$ cat src/rtl/tlp_pkt_stager.sv
// Store-and-forward stager: buffers one whole TLP from AXI-Stream, then writes it
// into the encapsulator FIFO as a single gap-free burst once the FIFO has room for all of it.
module tlp_pkt_stager #(
  parameter int max_words = 32,
  parameter int cnt_w     = 10
) (
  input  logic             clk156,
  input  logic             sys_rst,
  input  logic             s_axis_tvalid,
  output logic             s_axis_tready,
  input  logic [63:0]      s_axis_tdata,
  input  logic [7:0]       s_axis_tkeep,
  input  logic             s_axis_tlast,
  input  logic             s_axis_tuser,
  output logic             wr_en,
  output logic [73:0]      din,
  input  logic             full,
  input  logic [cnt_w-1:0] wr_free,
  output logic [15:0]      pkt_cnt,
  output logic [15:0]      drop_cnt
);

  localparam int ptr_w = $clog2(max_words);
  localparam int len_w = $clog2(max_words + 1);
  localparam logic [ptr_w-1:0] last_slot = ptr_w'(max_words - 1);

  typedef enum logic [1:0] {ST_FILL, ST_DISCARD, ST_WAIT, ST_DRAIN} state_t;

  state_t             r_state;
  state_t             w_state_nxt;
  logic [73:0]        r_buf [max_words];
  logic [ptr_w-1:0]   r_wptr;
  logic [len_w-1:0]   r_rptr;
  logic [len_w-1:0]   r_len;
  logic               r_wr_en;
  logic [73:0]        r_din;
  logic [15:0]        r_pkt_cnt;
  logic [15:0]        r_drop_cnt;

  logic               w_hs;
  logic               w_space;
  logic               w_last_word;
  logic [73:0]        w_rd_word;
  logic               w_store;
  logic               w_close;
  logic               w_overflow;
  logic               w_drop;
  logic               w_emit;
  logic               w_done;

  // Ready is held low while reset is asserted so no word is accepted into a stale packet.
  assign s_axis_tready = !sys_rst && (r_state == ST_FILL || r_state == ST_DISCARD);
  assign w_hs          = s_axis_tvalid && s_axis_tready;
  assign w_space       = (wr_free >= cnt_w'(r_len)) && !full;
  assign w_rd_word     = r_buf[r_rptr[ptr_w-1:0]];
  assign w_last_word   = (r_rptr == r_len - len_w'(1));

  always_comb begin
    // NOTE: every combinational output gets a default first, so no path leaves it unassigned (no latch).
    w_state_nxt = r_state;
    w_store     = 1'b0;
    w_close     = 1'b0;
    w_overflow  = 1'b0;
    w_drop      = 1'b0;
    w_emit      = 1'b0;
    w_done      = 1'b0;
    unique case (r_state)
      ST_FILL: begin
        if (w_hs) begin
          if (s_axis_tlast) begin
            w_store     = 1'b1;
            w_close     = 1'b1;
            w_state_nxt = ST_WAIT;
          end else if (r_wptr == last_slot) begin
            w_overflow  = 1'b1;
            w_state_nxt = ST_DISCARD;
          end else begin
            w_store     = 1'b1;
          end
        end
      end
      ST_DISCARD: begin
        if (w_hs && s_axis_tlast) begin
          w_drop      = 1'b1;
          w_state_nxt = ST_FILL;
        end
      end
      // The first word is loaded on the WAIT->DRAIN edge so wr_en rises the cycle the state enters DRAIN.
      ST_WAIT: begin
        if (w_space) begin
          w_emit      = 1'b1;
          w_state_nxt = ST_DRAIN;
        end
      end
      ST_DRAIN: begin
        if (r_rptr == r_len) begin
          w_done      = 1'b1;
          w_state_nxt = ST_FILL;
        end else begin
          w_emit      = 1'b1;
        end
      end
      default: w_state_nxt = ST_FILL;
    endcase
  end

  always_ff @(posedge clk156) begin
    if (sys_rst) begin
      r_state    <= ST_FILL;
      r_wptr     <= '0;
      r_rptr     <= '0;
      r_len      <= '0;
      r_wr_en    <= 1'b0;
      r_din      <= '0;
      r_pkt_cnt  <= '0;
      r_drop_cnt <= '0;
    end else begin
      r_state <= w_state_nxt;
      r_wr_en <= w_emit;
      if (w_close) begin
        r_len  <= len_w'(r_wptr) + len_w'(1);
        r_wptr <= '0;
      end else if (w_overflow) begin
        r_wptr <= '0;
      end else if (w_store) begin
        r_wptr <= r_wptr + ptr_w'(1);
      end
      if (w_emit) begin
        r_din  <= {w_rd_word[73:2], w_last_word, w_rd_word[0]};
        r_rptr <= r_rptr + len_w'(1);
      end
      if (w_done) begin
        r_rptr <= '0;
        if (r_pkt_cnt != 16'hFFFF) r_pkt_cnt <= r_pkt_cnt + 16'd1;
      end
      if (w_drop && r_drop_cnt != 16'hFFFF) r_drop_cnt <= r_drop_cnt + 16'd1;
    end
  end

  // NOTE: the packet buffer has no reset; contents are only read after being written for the current packet.
  always_ff @(posedge clk156) begin
    if (w_store) r_buf[r_wptr] <= {s_axis_tkeep, s_axis_tdata, s_axis_tlast, s_axis_tuser};
  end

  assign wr_en    = r_wr_en;
  assign din      = r_din;
  assign pkt_cnt  = r_pkt_cnt;
  assign drop_cnt = r_drop_cnt;

endmodule

$ cat config.mk
export PLATFORM = sky130hd
export DESIGN_NAME = tlp_pkt_stager
export DESIGN_NICKNAME = d
export VERILOG_FILES = /design/src/rtl/tlp_pkt_stager.sv
export SDC_FILE = /design/constraint.sdc
export NUM_CORES = 2
export LEC_CHECK = 0
export ABC_AREA = 0
export BUFFER_PORTS_ARGS = -buffer_cell sky130_fd_sc_hd__buf_2
export CORE_ASPECT_RATIO = 2
export CORE_MARGIN = 10
export CORE_UTILIZATION = 44
export CTS_CLUSTER_DIAMETER = 60
export CTS_CLUSTER_SIZE = 10
export DETAILED_ROUTE_END_ITERATION = 6
export PLACE_DENSITY = 0.64
export SLEW_MARGIN = 10
export SYNTH_ARGS = -nofsm -noshare
export SYNTH_HDL_FRONTEND = slang
export SYNTH_SLANG_ARGS = --single-unit
$ cat constraint.sdc
create_clock -name clk156 -period 14.08 [get_ports clk156]
set_input_delay 2.112 -clock clk156 [delete_from_list [all_inputs] [get_ports clk156]]
set_output_delay 2.112 -clock clk156 [all_outputs]
set_load 0.01 [all_outputs]
==> flow_results.org <==
** Drt
- In this run the remaining antenna-violating nets after routing total 0.
- Via density per instance :: around 6
- The detailed router placed about 48000 vias in this run.
- DR pass1 iterations :: 5
- Routed len/inst :: around 30 microns
- Final routed DRC violation total :: 0
- Total Wirelength :: 243900 microns
- Number of design-rule violations left by the first detailed-router iteration :: about 4500

** Pwr
- For this design the static power due to leakage is about 32 nW.
- In this run the power density over the cells is ~140 nW/um^2.
- Maximum VDD drop :: 88.46 uV
- The completed layout was analyzed and its total power is roughly 15 mW.

** Min path
- Endpoint, Worst Hold :: din[57]$_SDFFE_PP0P_
- Worst hold path stage count :: 2
- The worst hold path begins at din[57]$_SDFFE_PP0P_.
- Path type of the worst min-delay path :: reg2reg

** Setup path
- Crit-path max FO :: 52
- Critical register-to-register path startpoint :: r_rptr[0]$_SDFFE_PP0P_
- Worst endpoint required time :: roughly 15 ns
- Critical path class :: in2reg
- The worst setup path is launched from a primary input.
- Critical path data arrival time :: just over 6 ns
- The worst register-to-register path has a setup slack of 8.78 ns.
- Type of element capturing the critical path :: flop
- Worst Reg2Reg Path Length in Cells :: 9
- In this run the critical register-to-register path is captured at din[29]$_SDFFE_PP0P_.

** Logic synthesis
- Post-synthesis average cell area :: around 19 sq um
- The synthesized netlist occupies a cell area of approximately 94000 sq um.
- Yosys mapped a number of flops with a built-in enable equal to 2336.
- Number of synthesized register bits :: 2462
- Counting every instance in the synthesized netlist gives approximately 4900.
- Top FF cell, synth :: sky130_fd_sc_hd__edfxtp_1
- For this run, the number of Yosys warnings is 0.
- Number of distinct library cells after synthesis :: 56
- Proportion of synthesized flip-flops having asynchronous set or reset :: 0%
- Sequential element share of the synthesized area :: 77.33%
- Synthesis produced a netlist with a net count of ~5000.

** Die
- For this configuration, the core starts out at a cell density of roughly 44%.
- The floorplan step set the die width to 346.8 microns.
- FP Rows :: 239
- For this design the top-level I/O count stands at just under 200.
- The floorplan step defined a die boundary enclosing about 230000 sq um.
- Vertical extent of the die :: between 600 and 700 microns
- Core Region :: 212300 sq um

** CTS
- Number of clock sinks :: between 2000 and 2500
- After clock tree synthesis, the clock-pin slew on the worst setup and hold paths is about 0.05 ns.
- The clock passes through at most 4 buffers.
- Once the clock tree was built, the setup fixing pass inserted 0 buffers.
- Once the clock tree was built, the resizer swapped 0 gates to a different size.
- CTS tree :: built
- Hold repair after CTS inserted 0 buffers.
- For the worst-skew pair, the clock arrives at the later sink with an insertion delay of slightly above 0.8 ns.
- The cell sitting at the root of the clock tree is a sky130_fd_sc_hd__clkbuf_16.
- Clock buffer count from CTS :: between 200 and 300
- H-tree Lvls :: 5

** Timing
- Headroom to the max-slew limit came out at about a quarter.
- Achievable clock frequency :: around 0.17 GHz
- Setup repair after global routing missed its margin :: false
- Dividing the final minimum period by the clock period gives between 40% and 50%.
- Worst slack on hold paths :: roughly 0.45 ns
- Number of setup violations in the final report :: 0
- Final clock skew :: between 0.05 and 0.06 ns
- Minimum setup slack in the final design :: 8.327 ns
- Final max-slew violation count :: 0
- Final worst path period need :: 5.753 ns
- Final hold violations :: 0
- Setup total negative slack on the finished layout was measured at 0 ns.
- Worst-Margin Slew :: around 1.1 ns

** Global routing
- The initial antenna violation count was 18.
- Via count of the first global-routing pass :: ~50000
- Remaining Overflow, GRT :: 0
- Gr usage total :: between 20 and 25%
- Entering global routing, the biggest net connects approximately 170 pins.
- Wire length of the first global-routing pass :: approximately 350000 microns

** Layout
- The post-route netlist has between 10% and 20% of its cells at a drive strength greater than 1.
- Once layout is complete, the utilization of the core stands at roughly half.
- Layout Cells excl Fill :: roughly 8100
- After routing the design area is around 110000 sq um.
- Final net count :: 5285
- Synthesis-to-finish area growth :: 13.26%

** Place
- Port-buffer cells :: ~200
- Pre-CTS WS :: between 7 and 8 ns
- At the end of routability-driven placement, the weighted congestion stood at 0.8036.
- Summing all placed instances gives a cell area of just under 100000 sq um.
- Counting tap cells, the placed design contains a total of between 7000 and 8000 instances.
- Detailed-placement wirelength estimate :: between 100000 and 150000 microns

** Job
- Max-cap violations :: 0

** Run status
- Outcome :: completed
-- worst max-delay path, stage by stage --
cell                      delay, ns
sky130_fd_sc_hd__buf_2         0.10
sky130_fd_sc_hd__buf_4         0.30
sky130_fd_sc_hd__nor2_1        0.25
sky130_fd_sc_hd__nand2_1       0.13
sky130_fd_sc_hd__a21oi_2       0.46
sky130_fd_sc_hd__nand2_1       0.62
sky130_fd_sc_hd__nor2_4        0.84
sky130_fd_sc_hd__buf_4         0.64
sky130_fd_sc_hd__buf_4         0.60
-- registers in the layout (all words and copies together), names as in the netlist --
register and cells:
r_buf 2336, din 74, drop_cnt 16, pkt_cnt 16, r_len 6, r_rptr 6, r_wptr 5, r_state 2
wr_en 1
-- power breakdown --
part	internal, mW	switching (mW)
sequential	8.03	0.0120
combinational	0.0834	0.218
clock	3.88	2.74
total	12.0	2.97
-- cells in the mapped netlist, drive strengths merged, types with 11 or more instances --
master / instances / area (sq um)
inv: 13 / 48.80
ha: 15 / 187.7
a22oi: 73 / 548.0
nand3: 217 / 1086
a21oi: 219 / 1100
and3: 12 / 75.07
mux4: 312 / 7027
dfxtp: 126 / 2522
a221oi: 66 / 578.1
nor2b: 142 / 888.4
buf: 141 / 838.3
xor2: 18 / 157.7
a22o: 128 / 1121
mux2i: 429 / 4294
clkbuf: 142 / 534.3
nand2: 105 / 394.1
nor2: 89 / 336.6
a211oi: 143 / 1074
o21ai: 20 / 100.1
edfxtp: 2336 / 70150
xnor2: 17 / 148.9
nand4: 11 / 68.82
-- routing by layer --
metal	global-route usage, %	routed length, microns	up-vias
li1	-	-	20500
met1	23.97	90500	25180
met2	37.48	130800	1738
met3	3.264	13940	430
met4	7.188	8535	16
met5	0	107	-
-- logic make-up (layout without fill, tap and decap cells) --
logic type / count (synthesis) / count (layout) / synth area share, %
buffers and inverters: 296 / 767 / 1.513
flip-flops: 2462 / 2462 / 77.33
adder cells (fa/ha/maj): 15 / 15 / 0.1997
other: 0 / 6 / 0
AO/OA/AOI/OAI: 690 / 690 / 5.169
AND/OR/NAND/NOR: 626 / 626 / 3.387
XOR/XNOR: 35 / 35 / 0.3262
multiplexers: 743 / 743 / 12.07
-- layout by cell type (no fill, tap or decap), types with 4 or more instances in the layout --
| cell type | netlist | final |
|---|---|---|
| sky130_fd_sc_hd__and3_1 | 12 | 12 |
| sky130_fd_sc_hd__o221ai_1 | 10 | 10 |
| sky130_fd_sc_hd__ha_1 | 15 | 15 |
| sky130_fd_sc_hd__buf_2 | 97 | 195 |
| sky130_fd_sc_hd__nor3_1 | 9 | 8 |
| sky130_fd_sc_hd__nand3b_1 | 4 | 4 |
| sky130_fd_sc_hd__inv_6 | 0 | 10 |
| sky130_fd_sc_hd__a32o_1 | 5 | 5 |
| sky130_fd_sc_hd__nand2b_1 | 5 | 4 |
| sky130_fd_sc_hd__nor2_4 | 0 | 36 |
| sky130_fd_sc_hd__nor2b_1 | 142 | 136 |
| sky130_fd_sc_hd__o21ai_0 | 18 | 18 |
| sky130_fd_sc_hd__o22ai_1 | 9 | 9 |
| sky130_fd_sc_hd__a22oi_1 | 73 | 73 |
| sky130_fd_sc_hd__xor2_1 | 18 | 18 |
| sky130_fd_sc_hd__diode_2 | 0 | 6 |
| sky130_fd_sc_hd__edfxtp_1 | 2336 | 2336 |
| sky130_fd_sc_hd__nand3_1 | 217 | 217 |
| sky130_fd_sc_hd__nand4_1 | 11 | 11 |
| sky130_fd_sc_hd__buf_12 | 0 | 4 |
| sky130_fd_sc_hd__a221oi_1 | 66 | 66 |
| sky130_fd_sc_hd__clkbuf_16 | 0 | 298 |
| sky130_fd_sc_hd__nand2_1 | 105 | 103 |
| sky130_fd_sc_hd__a211oi_1 | 143 | 143 |
| sky130_fd_sc_hd__mux2i_1 | 429 | 429 |
| sky130_fd_sc_hd__inv_1 | 13 | 13 |
| sky130_fd_sc_hd__dfxtp_1 | 126 | 122 |
| sky130_fd_sc_hd__a21oi_1 | 218 | 218 |
| sky130_fd_sc_hd__nor2b_4 | 0 | 6 |
| sky130_fd_sc_hd__nor2_1 | 88 | 53 |
| sky130_fd_sc_hd__xnor2_1 | 17 | 17 |
| sky130_fd_sc_hd__or3_1 | 10 | 10 |
| sky130_fd_sc_hd__a22o_1 | 128 | 128 |
| sky130_fd_sc_hd__buf_4 | 8 | 107 |
| sky130_fd_sc_hd__mux4_2 | 312 | 312 |
| sky130_fd_sc_hd__and4_1 | 4 | 4 |
| sky130_fd_sc_hd__clkbuf_1 | 141 | 132 |
-- how the worst max path moves through the flow --
stage,from,endpoint,depth (start not counted)
6_report,sys_rst,r_buf[5][27]$_DFFE_PP_,9
3_3_place_gp,sys_rst,r_buf[5][28]$_DFFE_PP_,9
5_1_grt,sys_rst,r_buf[5][25]$_DFFE_PP_,9
4_1_cts,sys_rst,r_buf[5][27]$_DFFE_PP_,9
2_1_floorplan,sys_rst,r_buf[15][0]$_DFFE_PP_,5
3_5_place_dp,sys_rst,r_buf[5][28]$_DFFE_PP_,9
-- cell type report --
cell class,instances,area (sq um)
sequential,2462,72680
clock buffer,431,7966
antenna,6,15.01
inverter,13,48.80
multi-input combinational,2109,20230
clock inverter,17,163.9
timing repair buffer,306,1859
fill,16970,105900
tap,2771,3467
Power figures use the tool's default switching activity.
